--- src/rtl/led_pwm_pkg.sv ---
// Shared types for the LED PWM controller.
//   led_mode_t       : per-channel drive mode (off / on / blink / breathe)
//   led_brightness_t : widest brightness value a channel can hold
//   led_cfg_t        : one channel's configuration {mode, brightness}
// The brightness field is sized to the widest supported PWM resolution.
// Narrower instances zero-fill the upper bits.
package led_pwm_pkg;

    typedef enum logic [1:0] {
        led_mode_off     = 2'd0,
        led_mode_on      = 2'd1,
        led_mode_blink   = 2'd2,
        led_mode_breathe = 2'd3
    } led_mode_t;

    localparam int led_max_brightness_width = 16;

    typedef logic [led_max_brightness_width-1:0] led_brightness_t;

    typedef struct packed {
        led_mode_t       mode;
        led_brightness_t brightness;
    } led_cfg_t;

    localparam led_cfg_t led_cfg_reset = '{mode: led_mode_off, brightness: '0};

endpackage

--- src/rtl/led_pwm_channel.sv ---
// One LED channel: shadow/active configuration, duty selection and PWM compare.
//   clk, reset_n  : clock, synchronous active-low reset
//   wr_en, wr_cfg : configuration write into the shadow register
//   boundary      : last cycle of the PWM period; shadow is promoted to active
//   blink_phase   : shared blink phase (1 = lit half)
//   ramp          : shared breathe ramp level
//   pwm_cnt       : shared PWM counter
//   led           : registered LED drive, 1 = lit
module led_pwm_channel
    import led_pwm_pkg::*;
#(
    parameter int brightness_width = 8
) (
    input  logic                        clk,
    input  logic                        reset_n,
    input  logic                        wr_en,
    input  led_cfg_t                    wr_cfg,
    input  logic                        boundary,
    input  logic                        blink_phase,
    input  logic [brightness_width-1:0] ramp,
    input  logic [brightness_width-1:0] pwm_cnt,
    output logic                        led
);

    localparam logic [brightness_width-1:0] duty_max = '1;
    localparam led_brightness_t chan_max =
        led_brightness_t'((64'd1 << brightness_width) - 64'd1);

    led_cfg_t                    shadow_cfg;
    led_cfg_t                    active_cfg;
    logic [brightness_width-1:0] brightness;
    logic [brightness_width-1:0] duty;

    // Active config only changes on the period boundary so a running PWM
    // period never sees a half-updated duty. A write landing on the
    // boundary cycle itself goes straight through to active.
    always_ff @(posedge clk) begin
        if (!reset_n) begin
            shadow_cfg <= led_cfg_reset;
            active_cfg <= led_cfg_reset;
            led        <= 1'b0;
        end else begin
            if (wr_en) begin
                shadow_cfg <= wr_cfg;
            end
            if (boundary) begin
                active_cfg <= wr_en ? wr_cfg : shadow_cfg;
            end
            // Full-scale duty is held constantly lit instead of dipping
            // for the one count where pwm_cnt == max.
            led <= (pwm_cnt < duty) || (duty == duty_max);
        end
    end

    always_comb begin
        // A stored level beyond this channel's PWM range saturates to full-on.
        brightness = (active_cfg.brightness > chan_max) ? duty_max
                                                        : active_cfg.brightness[brightness_width-1:0];
        duty = '0;
        case (active_cfg.mode)
            led_mode_off:     duty = '0;
            led_mode_on:      duty = brightness;
            led_mode_blink:   duty = blink_phase ? brightness : '0;
            led_mode_breathe: duty = (ramp < brightness) ? ramp : brightness;
            default:          duty = '0;
        endcase
    end

endmodule

--- src/rtl/led_pwm_controller.sv ---
// Multi-channel LED brightness / pattern driver.
//   clk, reset_n   : clock, synchronous active-low reset
//   cfg_valid      : configuration write request
//   cfg_ready      : configuration write accept (1 every cycle out of reset)
//   cfg_index      : target channel
//   cfg_mode       : channel mode
//   cfg_brightness : channel brightness level
//   cfg_error      : one-cycle pulse after an accepted write to a missing channel
//   period_strobe  : high in the last cycle of each PWM period
//   led            : LED drive, one bit per channel, 1 = lit
// Handshake: a write is taken on any rising edge where cfg_valid and
// cfg_ready are both 1; cfg_index/cfg_mode/cfg_brightness must be stable
// whenever cfg_valid is 1. The write goes to the channel's shadow register.
// Shadow registers are promoted to active on the next PWM period boundary.
module led_pwm_controller
    import led_pwm_pkg::*;
#(
    parameter int num_leds         = 4,
    parameter int brightness_width = 8,
    parameter int blink_periods    = 64,
    parameter int breathe_periods  = 2,
    localparam int index_width     = (num_leds > 1) ? $clog2(num_leds) : 1
) (
    input  logic                        clk,
    input  logic                        reset_n,
    input  logic                        cfg_valid,
    output logic                        cfg_ready,
    input  logic [index_width-1:0]      cfg_index,
    input  led_mode_t                   cfg_mode,
    input  logic [brightness_width-1:0] cfg_brightness,
    output logic                        cfg_error,
    output logic                        period_strobe,
    output logic [num_leds-1:0]         led
);

    localparam logic [brightness_width-1:0] pwm_max = '1;

    localparam int blink_cnt_width   = (blink_periods > 1) ? $clog2(blink_periods) : 1;
    localparam int breathe_cnt_width = (breathe_periods > 1) ? $clog2(breathe_periods) : 1;
    localparam logic [blink_cnt_width-1:0]   blink_last   = blink_cnt_width'(blink_periods - 1);
    localparam logic [breathe_cnt_width-1:0] breathe_last = breathe_cnt_width'(breathe_periods - 1);

    logic [brightness_width-1:0]  pwm_cnt;
    logic                         boundary;
    logic [blink_cnt_width-1:0]   blink_cnt;
    logic                         blink_phase;
    logic [breathe_cnt_width-1:0] breathe_cnt;
    logic [brightness_width-1:0]  ramp;
    logic                         ramp_falling;
    logic                         cfg_accept;
    logic                         index_valid;
    led_cfg_t                     wr_cfg;

    assign boundary      = (pwm_cnt == pwm_max);
    assign period_strobe = boundary;

    assign cfg_accept  = cfg_valid & cfg_ready;
    assign index_valid = (int'(cfg_index) < num_leds);

    always_ff @(posedge clk) begin
        if (!reset_n) begin
            pwm_cnt   <= '0;
            cfg_ready <= 1'b0;
            cfg_error <= 1'b0;
        end else begin
            pwm_cnt   <= pwm_cnt + brightness_width'(1);
            cfg_ready <= 1'b1;
            cfg_error <= cfg_accept & ~index_valid;
        end
    end

    // Blink phase and breathe ramp advance only on period boundaries so
    // every channel switches pattern step at the same PWM edge.
    // The ramp is a triangle: it turns around on reaching max or 0, so
    // each end value is held for exactly one step.
    always_ff @(posedge clk) begin
        if (!reset_n) begin
            blink_cnt    <= '0;
            blink_phase  <= 1'b0;
            breathe_cnt  <= '0;
            ramp         <= '0;
            ramp_falling <= 1'b0;
        end else if (boundary) begin
            if (blink_cnt == blink_last) begin
                blink_cnt   <= '0;
                blink_phase <= ~blink_phase;
            end else begin
                blink_cnt <= blink_cnt + blink_cnt_width'(1);
            end

            if (breathe_cnt == breathe_last) begin
                breathe_cnt <= '0;
                if (!ramp_falling) begin
                    if (ramp == pwm_max) begin
                        ramp         <= ramp - brightness_width'(1);
                        ramp_falling <= 1'b1;
                    end else begin
                        ramp <= ramp + brightness_width'(1);
                    end
                end else begin
                    if (ramp == '0) begin
                        ramp         <= ramp + brightness_width'(1);
                        ramp_falling <= 1'b0;
                    end else begin
                        ramp <= ramp - brightness_width'(1);
                    end
                end
            end else begin
                breathe_cnt <= breathe_cnt + breathe_cnt_width'(1);
            end
        end
    end

    always_comb begin
        wr_cfg      = led_cfg_reset;
        wr_cfg.mode = cfg_mode;
        wr_cfg.brightness[brightness_width-1:0] = cfg_brightness;
    end

    for (genvar i = 0; i < num_leds; i++) begin : g_chan
        logic wr_en;
        assign wr_en = cfg_accept & index_valid & (int'(cfg_index) == i);

        led_pwm_channel #(
            .brightness_width(brightness_width)
        ) u_chan (
            .clk         (clk),
            .reset_n     (reset_n),
            .wr_en       (wr_en),
            .wr_cfg      (wr_cfg),
            .boundary    (boundary),
            .blink_phase (blink_phase),
            .ramp        (ramp),
            .pwm_cnt     (pwm_cnt),
            .led         (led[i])
        );
    end

endmodule

--- config.mk ---
export PLATFORM = sky130hd
export DESIGN_NAME = led_pwm_controller
export DESIGN_NICKNAME = d
export VERILOG_FILES = /design/src/rtl/led_pwm_pkg.sv /design/src/rtl/led_pwm_channel.sv /design/src/rtl/led_pwm_controller.sv
export SDC_FILE = /design/constraint.sdc
export NUM_CORES = 1
export LEC_CHECK = 0
export ABC_AREA = 1
export CELL_PAD_IN_SITES_DETAIL_PLACEMENT = 1
export CELL_PAD_IN_SITES_GLOBAL_PLACEMENT = 1
export CORE_AREA = 2 2 142 144
export DETAILED_ROUTE_END_ITERATION = 7
export DIE_AREA = 0 0 144 146
export DONT_BUFFER_PORTS = 1
export PLACE_DENSITY_LB_ADDON = 0.1
export SLEW_MARGIN = 20
export SYNTH_ARGS = -nofsm -noshare
export SYNTH_HDL_FRONTEND = slang
export SYNTH_HIERARCHICAL = 1
export SYNTH_SLANG_ARGS = --single-unit
--- constraint.sdc ---
create_clock -name clk -period 5.2 [get_ports clk]
set_clock_uncertainty 0.15 [all_clocks]
set_input_delay 1.04 -clock clk [delete_from_list [all_inputs] [get_ports clk]]
set_output_delay 1.04 -clock clk [all_outputs]
set_load 0.05 [all_outputs]
==> qor.yml <==
outcome: "finished, final reports clean"
drtPass1Iterations: 4
dr.first_iter.drc_count: 365
drv.max_cap_violation_count: 0
post_cts_resized: 0
grt_overflow_total: 0
synth_cell_type_count: 47
pre_cts_ws_ns: 1.46
routed_wire_per_std_cell_um: 16.4
fmax_mhz: 257
worst-setup-path-type: "reg2reg"
cellPowerDensity_nw_per_um2: 260
unrepaired_setup_endpoints_after_global_routing: "no"
gp_routability_congestion: 0.843
number_of_global_route_vias_before_repair: 8689
maximum_number_of_pins_on_one_net_before_global_route_repair: 93
clk_path_buf_depth: 2
final.period_utilization_pct: 74.7
synth-warning-count: 6
cts_num_sinks: 174
grtUsageTotal_pct: 26.1
fin_crit_ns: 3.88
n_fill_cell: 2499
ctsHtreeMaxLevel: 4
post_drt_via_cell_ratio: 5.25
start_kind: "flop"
layout_setup_ws_ns: 1.32
dr_total_vias: 8465
timing.max_slew.rel_slack_pct: 34.5
route.antenna.remaining_nets: 0
clock_tree_from_tritoncts: "built"
dp.final_hpwl_mm: 18.2
cts_buffers: 17
floorplan.io_pins: 22
cts.repair_timing.setup_buffer_count: 0
finalSetupTns_ns: 0
worst_slew_pin_slew_ns: 0.982
worstSkewPairLatency_ns: 0.43
die_width_um: 144
fraction_of_layout_instances_using_a_drive_strength_above_1_pct: 9.79
finish.net_count: 1403
routed_wire_length_mm: 26.5
post_synth_inst_count: 1324
floorplan.die.height_um: 146
seq_area_frac_synth_pct: 35.6
irDropWorstVdd_mv: 0.218
finalHoldViolCount: 0
mappedNetlistArea_um2: 9790
row_count: 51
clk_pin_slew_ns: 0.08
design.core.area_um2: 19300
postCtsHoldBufs: 0
n_antenna_cell: 0
cp_data_arrival_time_ns: 4.08
cp_data_required_time_ns: 5.40
maxSlewViolCount: 0
worstSetupEndpointType: "flop"
syn_avg_cell_area_um2: 7.39
io_buffer_count: 0
drc_markers: 0
grt_pass1_wl_mm: 43.1
total_leakage_power_uw: 0.00504
setup_viol: 0
hold_path.class: "reg2reg"
area_delta_synth_final_pct: 8.61
floorplan.die_area_um2: 21000
starting_density_of_the_core_pct: 50.6
synth-seq-cells: 174
cts.root.buffer_cell: "clkbuf_16"
grt_antenna_before_repair: 0
crit_path_max_fanout: 14
-- power by group --
part | internal (uW) | switching [uW]
registers | 1350 | 22.2
logic | 30.4 | 57.2
clock network | 701 | 609
-- cells in the mapped netlist (all sizes together) --
master	count	area [um^2]
nor2	180	753
o21ai	70	373
inv	206	781
a21oi	55	343
a211oi	8	65.1
buf	17	144
nand4	6	43.8
dfxtp	174	3480
xnor2	3	26.3
and3	9	60.1
a31oi	1	6.26
clkbuf	29	139
nand3	37	225
nor3	8	56.3
o21bai	4	30.0
mux2i	72	721
and2	4	32.5
clkinv	10	40.0
nand2	295	1180
ha	53	663
o211ai	77	578
xor2	5	43.8
conb	1	3.75
-- worst max-delay path, cell delays in order, from the launching register on --
cell      delay (ns)
dfxtp_1         0.32
nor2_1          0.10
nand2_1         0.09
nor2_4          0.19
clkinv_1        0.26
nor2_1          0.20
ha_1            0.27
a21oi_1         0.17
nor2_1          0.07
a211oi_1        0.45
nand2_4         0.22
o21ai_0         0.19
nand2_1         0.06
and3_1          0.16
inv_1           0.06
ha_1            0.23
a21oi_1         0.17
nor2_1          0.05
a211oi_1        0.16
nand2_1         0.09
a21oi_2         0.11
-- flip-flops by register name (all words and copies together), names as in the netlist --
| name | cells |
|---|---|
| blink_cnt | 6 |
| blink_phase | 1 |
| breathe_cnt | 1 |
| cfg_ready | 1 |
| g_chan.u_chan/active_cfg | 72 |
| g_chan.u_chan/led | 4 |
| g_chan.u_chan/shadow_cfg | 72 |
| pwm_cnt | 8 |
| ramp | 8 |
| ramp_falling | 1 |
-- layout by cell type (no fill, tap or decap), types with 4 or more instances in the layout --
master	count
nand2_1	276
inv_1	190
dfxtp_1	174
nor2_1	167
o211ai_1	77
mux2i_1	72
ha_1	53
o21ai_0	45
a21oi_1	37
conb_1	33
nand3_1	29
o21ai_1	21
a21oi_2	18
clkbuf_16	17
nand2_2	14
inv_2	12
nor2_4	9
clkinv_1	8
nand3_2	8
a211oi_1	7
and3_1	6
buf_4	6
nor3_2	5
xor2_1	5
nand4_1	5
nand2_4	5
nor2_2	4
inv_4	4
inv_8	4
o21bai_1	4
-- cell families (layout without fill, tap and decap cells) --
family                     count (synthesis)  after routing  synth area share, %
muxes                                     72             72                 7.36
DFF                                      174            174                 35.6
adders and majority gates                 53             53                 6.77
buffers and inverters                    262            254                 11.3
and+or+nand+nor                          539            539                 24.0
AOI/OAI and AO/OA                        215            215                 14.2
other                                      1             33               0.0383
xor gates and xnor gates                   8              8                0.716
-- metrics by stage --
| stage | power [uW] | instances | utilization (%) | area, um^2 | hold WS (ns) |
|---|---|---|---|---|---|
| 2_1_floorplan | 1480 | 1356 | - | 9910 | 0.299 |
| 3_3_place_gp | 1480 | 1581 | 51.9 | 10000 | 0.311 |
| 3_5_place_dp | 1490 | 1581 | 51.9 | 10000 | 0.316 |
| 4_1_cts | 2800 | 1613 | 55.0 | 10600 | 0.339 |
| 5_1_grt | 2870 | 1613 | 55.0 | 10600 | 0.361 |
| 6_report | 2770 | 1613 | 55.0 | 10600 | 0.333 |
-- area by class of cell --
type	count	area [um^2]	share of cell area [%]
multi-input cells	920	5340	50.3
inverters	216	823	7.74
clock buffers	18	439	4.13
repair buffers	6	45.0	0.424
flip-flops and latches	174	3480	32.8
well taps	265	332	3.12
clock inverters	14	168	1.58
-- metal layers --
layer	global-route usage [%]	up-vias	share of wire, %
li1	-	4232	-
met1	32.1	4072	46
met2	45.8	106	49
met3	4.11	55	2.7
met4	9.36	0	2.6
met5	0	-	0
-- path summary, 6_finish.rpt --
path,slack (ns),cells after the start,from,end
setup / recovery,1.32,20,g_chan[3].u_chan/active_cfg[15],g_chan[3].u_chan/led
setup reg to reg,1.32,20,g_chan[3].u_chan/active_cfg[15],g_chan[3].u_chan/led
hold reg to reg,0.33,2,g_chan[2].u_chan/active_cfg[9],g_chan[2].u_chan/active_cfg[9]
hold / removal,0.33,2,g_chan[2].u_chan/active_cfg[9],g_chan[2].u_chan/active_cfg[9]
No activity file was read; power rests on OpenSTA's default activity.
